File: src/rtl/timer_pkg.sv
// Shared types and helpers for the mm:ss BCD countdown timer.
//   state_e     : IDLE/RUN/PAUSE/DONE encodings seen on state_o
//   bcd_time_t  : four BCD digits {min tens, min ones, sec tens, sec ones}
//   sanitise    : clamps a raw BCD preset into a legal mm:ss value
//   bcd_decrement / bcd_is_zero : one-second borrow chain and terminal test
package timer_pkg;

  localparam int unsigned BCD_W = 4;

  localparam logic [BCD_W-1:0] DIGIT_MAX    = 4'd9;
  localparam logic [BCD_W-1:0] SEC_TENS_MAX = 4'd5;

  typedef enum logic [1:0] {
    ST_IDLE  = 2'b00,
    ST_RUN   = 2'b01,
    ST_PAUSE = 2'b10,
    ST_DONE  = 2'b11
  } state_e;

  typedef struct packed {
    logic [BCD_W-1:0] min_tens;
    logic [BCD_W-1:0] min_ones;
    logic [BCD_W-1:0] sec_tens;
    logic [BCD_W-1:0] sec_ones;
  } bcd_time_t;

  // Clamp one BCD digit to an upper limit.
  function automatic logic [BCD_W-1:0] clamp_digit(input logic [BCD_W-1:0] d,
                                                   input logic [BCD_W-1:0] lim);
    return (d > lim) ? lim : d;
  endfunction

  // Turn raw preset bytes into a legal mm:ss value (digits <= 9, sec tens <= 5).
  function automatic bcd_time_t sanitise(input logic [7:0] mins, input logic [7:0] secs);
    bcd_time_t t;
    t.min_tens = clamp_digit(mins[7:4], DIGIT_MAX);
    t.min_ones = clamp_digit(mins[3:0], DIGIT_MAX);
    t.sec_tens = clamp_digit(secs[7:4], SEC_TENS_MAX);
    t.sec_ones = clamp_digit(secs[3:0], DIGIT_MAX);
    return t;
  endfunction

  function automatic logic bcd_is_zero(input bcd_time_t t);
    return (t == '0);
  endfunction

  // Subtract one second with BCD borrow through all four digits.
  function automatic bcd_time_t bcd_decrement(input bcd_time_t t);
    bcd_time_t r;
    r = t;
    if (t.sec_ones != '0) begin
      r.sec_ones = t.sec_ones - 4'd1;
    end else begin
      r.sec_ones = DIGIT_MAX;
      if (t.sec_tens != '0) begin
        r.sec_tens = t.sec_tens - 4'd1;
      end else begin
        r.sec_tens = SEC_TENS_MAX;
        if (t.min_ones != '0) begin
          r.min_ones = t.min_ones - 4'd1;
        end else begin
          r.min_ones = DIGIT_MAX;
          r.min_tens = t.min_tens - 4'd1;
        end
      end
    end
    return r;
  endfunction

endpackage

File: src/rtl/tick_prescaler.sv
// One-second prescaler: counts clk cycles while enabled and pulses tick on the
// last cycle of each CLK_HZ-cycle period.
//   clk, rst_n : clock, async active-low reset
//   clr        : synchronous clear to zero (wins over en)
//   en         : count enable; count holds while low
//   tick       : high when count == CLK_HZ-1 and en == 1
module tick_prescaler #(
  parameter int unsigned CLK_HZ = 100_000_000
) (
  input  logic clk,
  input  logic rst_n,
  input  logic clr,
  input  logic en,
  output logic tick
);

  localparam int unsigned CNT_W = $clog2(CLK_HZ);
  localparam logic [CNT_W-1:0] CNT_LAST = CNT_W'(CLK_HZ - 1);

  logic [CNT_W-1:0] cnt_q, cnt_d;

  // Tick decode and next count.
  always_comb begin
    tick  = en && (cnt_q == CNT_LAST);
    cnt_d = cnt_q;
    if (clr) begin
      cnt_d = '0;
    end else if (en) begin
      cnt_d = tick ? '0 : cnt_q + CNT_W'(1);
    end
  end

  always_ff @(posedge clk or negedge rst_n) begin
    if (!rst_n) begin
      cnt_q <= '0;
    end else begin
      cnt_q <= cnt_d;
    end
  end

endmodule

File: src/rtl/bcd_countdown_timer.sv
// mm:ss BCD countdown timer with loadable preset, run/pause, one-second
// prescaler and an optionally blinking LED alarm.
//   clk, rst_n             : clock, async active-low reset
//   load                   : one-cycle strobe, capture preset and go IDLE
//   run                    : level, 1 = count, 0 = pause
//   preset_min/preset_sec  : BCD preset {tens, ones}
//   dig3..dig0             : min tens, min ones, sec tens, sec ones
//   done                   : high while in DONE
//   led                    : alarm pattern (steady or blinking)
//   state_o                : current state encoding
module bcd_countdown_timer
  import timer_pkg::*;
#(
  parameter int unsigned CLK_HZ      = 100_000_000,
  parameter int unsigned LED_W       = 16,
  parameter int unsigned BLINK_TICKS = 0,
  parameter logic [7:0]  RST_MIN     = 8'h00,
  parameter logic [7:0]  RST_SEC     = 8'h30
) (
  input  logic             clk,
  input  logic             rst_n,
  input  logic             load,
  input  logic             run,
  input  logic [7:0]       preset_min,
  input  logic [7:0]       preset_sec,
  output logic [BCD_W-1:0] dig3,
  output logic [BCD_W-1:0] dig2,
  output logic [BCD_W-1:0] dig1,
  output logic [BCD_W-1:0] dig0,
  output logic             done,
  output logic [LED_W-1:0] led,
  output logic [1:0]       state_o
);

  localparam bcd_time_t RST_TIME = sanitise(RST_MIN, RST_SEC);
  localparam int unsigned BLINK_W = (BLINK_TICKS > 1) ? $clog2(BLINK_TICKS) : 1;
  localparam logic [BLINK_W-1:0] BLINK_LAST = BLINK_W'(BLINK_TICKS - 1);
  localparam logic BLINK_EN = (BLINK_TICKS != 0);

  state_e               state_q, state_d;
  bcd_time_t            time_q, time_d;
  logic                 done_q, done_d;
  logic [LED_W-1:0]     led_q, led_d;
  logic [BLINK_W-1:0]   blink_cnt_q, blink_cnt_d;
  logic                 blink_on_q, blink_on_d;

  logic                 tick;
  logic                 presc_en;
  logic                 enter_done;
  bcd_time_t            time_dec;

  // Prescaler runs while counting and while the alarm may need to blink.
  assign presc_en = (state_q == ST_RUN) || (state_q == ST_DONE);

  tick_prescaler #(
    .CLK_HZ (CLK_HZ)
  ) u_presc (
    .clk   (clk),
    .rst_n (rst_n),
    .clr   (load),
    .en    (presc_en),
    .tick  (tick)
  );

  assign time_dec = bcd_decrement(time_q);

  // Next-state and registered-output logic.
  always_comb begin
    state_d     = state_q;
    time_d      = time_q;
    done_d      = done_q;
    led_d       = led_q;
    blink_cnt_d = blink_cnt_q;
    blink_on_d  = blink_on_q;
    enter_done  = 1'b0;

    if (load) begin
      // Load overrides any tick on this edge.
      time_d      = sanitise(preset_min, preset_sec);
      state_d     = ST_IDLE;
      done_d      = 1'b0;
      led_d       = '0;
      blink_cnt_d = '0;
      blink_on_d  = 1'b0;
    end else begin
      case (state_q)
        ST_IDLE: begin
          if (run) begin
            if (bcd_is_zero(time_q)) begin
              enter_done = 1'b1;
            end else begin
              state_d = ST_RUN;
            end
          end
        end
        ST_RUN: begin
          // A tick coinciding with run=0 is still applied.
          if (tick) begin
            time_d = time_dec;
            if (bcd_is_zero(time_dec)) begin
              enter_done = 1'b1;
            end else if (!run) begin
              state_d = ST_PAUSE;
            end
          end else if (!run) begin
            state_d = ST_PAUSE;
          end
        end
        ST_PAUSE: begin
          if (run) begin
            state_d = ST_RUN;
          end
        end
        ST_DONE: begin
          if (BLINK_EN && tick) begin
            if (blink_cnt_q == BLINK_LAST) begin
              blink_cnt_d = '0;
              blink_on_d  = !blink_on_q;
              led_d       = {LED_W{!blink_on_q}};
            end else begin
              blink_cnt_d = blink_cnt_q + BLINK_W'(1);
            end
          end
        end
        default: begin
          state_d = ST_IDLE;
        end
      endcase

      // Alarm starts lit on the same edge that shows 00:00.
      if (enter_done) begin
        state_d     = ST_DONE;
        done_d      = 1'b1;
        led_d       = '1;
        blink_cnt_d = '0;
        blink_on_d  = 1'b1;
      end
    end
  end

  always_ff @(posedge clk or negedge rst_n) begin
    if (!rst_n) begin
      state_q     <= ST_IDLE;
      time_q      <= RST_TIME;
      done_q      <= 1'b0;
      led_q       <= '0;
      blink_cnt_q <= '0;
      blink_on_q  <= 1'b0;
    end else begin
      state_q     <= state_d;
      time_q      <= time_d;
      done_q      <= done_d;
      led_q       <= led_d;
      blink_cnt_q <= blink_cnt_d;
      blink_on_q  <= blink_on_d;
    end
  end

  assign dig3    = time_q.min_tens;
  assign dig2    = time_q.min_ones;
  assign dig1    = time_q.sec_tens;
  assign dig0    = time_q.sec_ones;
  assign done    = done_q;
  assign led     = led_q;
  assign state_o = state_q;

endmodule

File: config.mk
export PLATFORM = sky130hd
export DESIGN_NAME = bcd_countdown_timer
export DESIGN_NICKNAME = d
export VERILOG_FILES = /design/src/rtl/timer_pkg.sv /design/src/rtl/tick_prescaler.sv /design/src/rtl/bcd_countdown_timer.sv
export SDC_FILE = /design/constraint.sdc
export NUM_CORES = 1
export LEC_CHECK = 0
export CAP_MARGIN = 20
export CORE_UTILIZATION = 45
export DETAILED_ROUTE_END_ITERATION = 10
export DONT_BUFFER_PORTS = 1
export GPL_TIMING_DRIVEN = 1
export SYNTH_ARGS = -nofsm -noshare
export SYNTH_HDL_FRONTEND = slang
export SYNTH_SLANG_ARGS = --single-unit
File: constraint.sdc
create_clock -name clk -period 2.4 [get_ports clk]
set_input_delay 0.48 -clock clk [delete_from_list [all_inputs] [get_ports clk]]
set_output_delay 0.48 -clock clk [all_outputs]
set_load 0.02 [all_outputs]
# After elaboration in Yosys (flattened, before gate mapping)
# Cells that the tools add are included.
totals:
  input_bits: 20
  word_cells: 75
  regBits: 62
  output_inout_bits: 35
classes:
  n_reduce_logical: 15
  n_lt_le_gt_ge: 4
  eq_ne: 8
  muxes: 35
  addsub: 5
ops:
  columns: ["cell", "count"]
  rows:
  - ["2-to-1 mux 27 bit", 3]
  - ["2-to-1 mux 16 bit", 5]
  - ["zero test 16 bit", 2]
  - ["2-to-1 mux 4 bit", 8]
  - ["adder 27 x 1 -> 27 bit, second input constant", 1]
  - ["== test 27 bit, second input constant", 1]
  - ["2-to-1 mux 2 bit", 8]
  - ["subtractor 4 x 1 -> 4 bit, second input constant", 4]
  - ["greater-than comparator 4 bit, second input constant", 3]
  - ["2-to-1 mux 12 bit", 1]
  - ["!= test 4 bit, second input constant", 3]
  - ["nonzero test 4 bit", 3]
  - ["2-to-1 mux 8 bit", 1]
  - ["nonzero test 2 bit", 4]
  - ["2-to-1 mux 1 bit", 7]
  - ["case mux 2 bit (3 select lines)", 1]
  - ["!= test 5 x 4 -> 1 bit, second input constant", 1]
  - ["AND reduction 5 bit", 1]
  - ["nonzero test 5 bit", 1]
  - ["== test 2 bit, second input constant", 2]
  - ["greater-than comparator 4 x 3 -> 1 bit, second input constant", 1]
  - ["== test 2 x 1 -> 1 bit, second input constant", 1]
  - ["zero test 2 bit", 1]
  - ["case mux 1 bit (2 select lines)", 1]
  - ["3 further kinds", 3]

# Logic depth before layout (Yosys ltp)
logic_depth:
  ltp_word: 11
  mapped_depth: 7
  depth_no_buf: 7

# Hierarchy
# From an unflattened synthesis, not the netlist that was laid out.
unflattened:
  cells_unflattened: 320
  area_unflattened_um2: 2892.8
modules_own_cells:
  columns: ["module", "instances", "cells_per_inst", "area_per_inst_um2", "seq_area_each_um2"]
  rows:
  - ["tick_prescaler", 1, 178, 1609.0, 675.6]
  - ["bcd_countdown_timer", 1, 142, 1283.7, 478.0]

# Worst setup path after synthesis
# No wires, ideal clock.
synth_path:
  path_kind: "register to register"
  from: "register time_q (netlist bit dig0[0])"
  to: "register time_q (netlist bit dig3[1])"
  synth_period_minus_slack_ns: 1.902
  path_buffers: 0
  required_time_ns: 2.317
  arrival_time_ns: 1.819
  path_slack_ns: 0.498
  setup_ns: 0.083
  stages_incl_launch_ff: 6
  cell_sequence: "dfrtp_1 > nor4_2 > nand4b_2 > nor3_2 > mux2_2 > o22ai_1"
synth_via:
  elab_chain_cells: 5
synth_lines:
  columns: ["element", "line", "source"]
  rows:
  - ["from (decl)", "bcd_countdown_timer.sv:41", "bcd_time_t time_q, time_d;"]
  - ["from (signal assigned)", "bcd_countdown_timer.sv:151", "time_q <= time_d;"]
  - ["nonzero test 4 bit", "timer_pkg.sv:51", "if (t.sec_ones != '0) begin"]
  - ["2-to-1 mux 12 bit", "timer_pkg.sv:51", null]
  - ["2-to-1 mux 16 bit", "bcd_countdown_timer.sv:98", "if (tick) begin"]
  - ["2-to-1 mux 16 bit", "bcd_countdown_timer.sv:86", "case (state_q)"]
  - ["2-to-1 mux 16 bit", "bcd_countdown_timer.sv:77", "if (load) begin"]
# No other way between the ends. The select of a mux whose other input is x is not followed.
# A chain may end at the register's enable or synchronous reset.

# Final worst setup path
layout_path:
  from: "register time_q (netlist bit dig1[2])"
  to: "register time_q (netlist bit dig3[1])"
layout_via:
  elab_chain_cells: 6
layout_lines:
  columns: ["element", "line", "source"]
  rows:
  - ["nonzero test 4 bit", "timer_pkg.sv:55", "if (t.sec_tens != '0) begin"]
  - ["2-to-1 mux 8 bit", "timer_pkg.sv:55", null]
  - ["2-to-1 mux 12 bit", "timer_pkg.sv:51", null]
  - ["2-to-1 mux 16 bit", "bcd_countdown_timer.sv:98", null]
  - ["2-to-1 mux 16 bit", "bcd_countdown_timer.sv:86", null]
  - ["2-to-1 mux 16 bit", "bcd_countdown_timer.sv:77", null]
# No other way between the ends. The select of a mux whose other input is x is not followed.

==> run_results.csv <==
group,metric,value,unit
timing,slew_viol_final,0,
placed_design,pre_cts_ws,242,ps
timing,period_minus_slack,2140,ps
power,pwr-share-seq,0.560,
worst_setup_path,cp_slowest_cell,"dfrtp_1",
logic_synthesis,avgSynthCellArea,9.26,µm²
worst_setup_path,arrival,2360,ps
logic_synthesis,synth_top_cells_by_area,"dfrtp_1, nor2_1, buf_4",
worst_setup_path,cp-start-kind,"flop",
floorplan,io_pins,55,
cts,clock_sinks,46,
power,finalPower,1.52,mW
floorplan,die_y,83.0,µm
worst_setup_path,endpoint_kind,"flop",
timing,rsz0062_at_grt,"false",
grt,grtUsageTotal,0.197,
final_layout,num-nets-final,340,
timing,clock.fmax,467,MHz
cts,clk_latency,300,ps
cts,cts_tree,"yes",
logic_synthesis,synth_cells,319,
logic_synthesis,synth.distinct_cells,59,
cts,cts_buffer_depth,2,
logic_synthesis,netlist_area,2950,µm²
logic_synthesis,synth-seq-cells,46,
cts,clkTransAtPathRegs,90,ps
power,p_comb_frac,0.117,
routing,routed_via_density,5.95,
grt,gr-usage-met1,0.264,
power,ir_drop,329,µV
grt,gr-total-overflow,0,
power,powerDensity,483,nW/µm²
logic_synthesis,async_flop_share,1.00,
placed_design,dpl.hpwl,4680,µm
final_layout,syn_to_final_growth,6.65,%
routing,dr.pass1.iters,4,
logic_synthesis,ys_seq_area_frac,0.391,
logic_synthesis,synthFlopType,"dfrtp_1",
worst_setup_path,worstPathRequired,2630,ps
grt,grt.busiest_layer,"met2",
timing,finClkSkew,12.3,ps
routing,wl_per_cell,16.6,µm
grt,grt_pass1_vias,2200,
final_layout,drive_gt1_frac,0.145,
cts,htree_levels,2,
worst_setup_path,r2r_end,"dig3[1]",
grt,antenna_found_initial,0,
routing,vias,2350,
worst_setup_path,critical_path_class,"flop to flop",
logic_synthesis,synth_enable_flop_cells,0,
timing,fin_crit_sh,0.891,
cts,cts-resized-gates,0,
floorplan,dieWidth,83.0,µm
final_layout,utilization,0.496,
floorplan,dieArea,6890,µm²
timing,finalHoldViolCount,0,
routing,wl,6540,µm
cts,cts_root_buf,"clkbuf_8",
routing,antenna_left,0,
worst_setup_path,slowest_delay,500,ps
placed_design,io_buffers,0,
power,p_switching,417,µW
grt,grt_use_met2,0.323,
worst_setup_path,r2r_start,"dig1[2]",
power,pwr-share-clk,0.324,
worst_setup_path,crit_family,"simple AND/OR/NAND/NOR gates",
grt,grt_max_degree,45,
routing,drtIter0Drc,168,
routing,drc,0,
timing,setup-tns-final,0,ps
worst_setup_path,rr_worst_depth,5,
worst_setup_path,cp_max_fo,6,
placed_design,place.gp.congestion,0.793,
floorplan,start_util,0.465,
logic_synthesis,syn_nets,342,
logic_synthesis,netlist.area_leader.share,0.373,
power,cell_internal_pwr,1.11,mW
outcome,status,"finished, final reports clean",
timing,setup_ws,261,ps
timing,setup_viol,0,
worst_setup_path,cp_num_buf_inv,0,
cts,cts_setup_buffers,0,
timing,max-slew-margin-rel,0.601,
cts,cts_made_buffers,5,
power,switching_share,0.274,
worst_setup_path,worstPathCellList,"nor4_1 > nand4b_2 > nor3_2 > mux2_2 > o22ai_1",
min_path,hold_path_class,"primary input to asynchronous set/reset pin",
logic_synthesis,yosys_warnings,0,
worst_setup_path,rrSetupSlack,260,ps
power,p_leak,1.30,nW
floorplan,rows,29,
timing,tightest_slew,593,ps
grt,met3_usage,0.0328,
logic_synthesis,synth_top_cell_by_area,"dfrtp_1",
final_layout,diodes,0,
grt,grt_pass1_wl,10900,µm
run,cap_violations,0,
floorplan,core-area,6350,µm²
cell usage after synthesis (all sizes together) (4+ instances only):
master	count
and4	4
o31ai	4
nand2b	7
nand3	13
nand2	22
or3	4
nor2	36
and3	4
nor4	11
nand4	16
dfrtp	44
clkbuf	8
xor2	14
xnor2	13
nand3b	7
buf	19
o21ai	14
inv	7
a21oi	14
a31oi	4
nor3	12
area by class of cell:
| type | instances | area (µm²) |
|---|---|---|
| clock inverter | 2 | 12.5 |
| clock buffer | 6 | 82.6 |
| inverter | 7 | 26.3 |
| multi-input combinational | 239 | 1610 |
| sequential | 46 | 1160 |
| fill | 613 | 3200 |
| timing repair buffer | 18 | 170 |
| tap | 77 | 96.3 |
power by group through the flow:
stage / Clock [mW] / Sequential [mW] / Combinational (mW)
4_1_cts: 0.521 / 0.853 / 0.177
3_3_place_gp: 0 / 0.867 / 0.155
2_1_floorplan: 0 / 0.877 / 0.103
5_1_grt: 0.550 / 0.857 / 0.197
3_5_place_dp: 0 / 0.868 / 0.155
6_report: 0.493 / 0.853 / 0.178
sequential cells by signal (all words and copies together), names as in the netlist:
signal         flops
dig3               4
state_o            2
dig0               4
u_presc.cnt_q     27
dig1               4
led                1
dig2               4
repair_timing:
| action | in CTS | in global routing |
|---|---|---|
| endpoints found under the setup margin | 0 | 0 |
| hold buffers | 1 | 1 |
| hold endpoints to repair | 44 | 1 |
cell families (layout without fill, tap and decap cells):
| group | Yosys count | count (layout) | share of synthesized area |
|---|---|---|---|
| xor+xnor | 27 | 27 | 0.0801 |
| mux | 4 | 4 | 0.0140 |
| simple gates | 153 | 153 | 0.324 |
| buf+inv | 34 | 33 | 0.0661 |
| compound gates | 51 | 51 | 0.109 |
| fa+ha+maj | 4 | 4 | 0.0161 |
| flops | 46 | 46 | 0.391 |
worst max path at each step:
stage	from	to	slack, ps	cells past startpoint
finish	dig1[2]	dig3[1]	260	5
CTS	dig1[2]	dig3[1]	230	5
detailed placement	dig1[2]	dig3[1]	240	5
global route	dig1[2]	dig3[1]	190	5
floorplan	dig0[0]	dig3[1]	500	5
global placement	dig1[2]	dig3[1]	300	5
worst reg2reg max path, delay by kind of cell, from the launching register on:
kind / cells / cell delay (ps)
AOI/OAI and AO/OA: 1 / 130
DFF: 1 / 500
muxes: 1 / 360
and+or+nand+nor: 3 / 1080
per-layer routing:
| layer | share of wire | wire (µm) |
|---|---|---|
| met5 | 0 | 0 |
| met3 | 0.040 | 259 |
| met4 | 0.011 | 74 |
| met2 | 0.48 | 3120 |
| met1 | 0.47 | 3090 |
layout by cell type, fill, tap and decap left out, drive strengths merged, types with 2 or more instances in the layout:
cell     instances
or3              4
nor2            36
clkbuf           6
a211o            2
xor2            14
dfstp            2
nand3           13
nand2b           7
and4             4
o21a             2
nand3b           7
nor2b            2
or3b             2
xnor2           13
mux2i            3
nand4           16
o21ai           14
nor3            12
o22ai            2
and3b            2
nor4            11
or2              2
a31oi            4
a21oi           14
o31ai            4
buf             17
o2111ai          2
dfrtp           44
and3             4
and4b            2
nand4b           3
nand2           22
ha               3
o211a            2
inv              7
per-stage QoR:
stage | area (µm²) | hold WS, ps | cells
after CTS | 3140 | 2.19 | 394
after floorplan | 2950 | 184 | 319
after global routing | 3150 | 1.92 | 395
final | 3150 | 10.2 | 395
after detailed placement | 3020 | 185 | 385
after global placement | 3020 | 185 | 385
(Power assumes the default switching activity.)
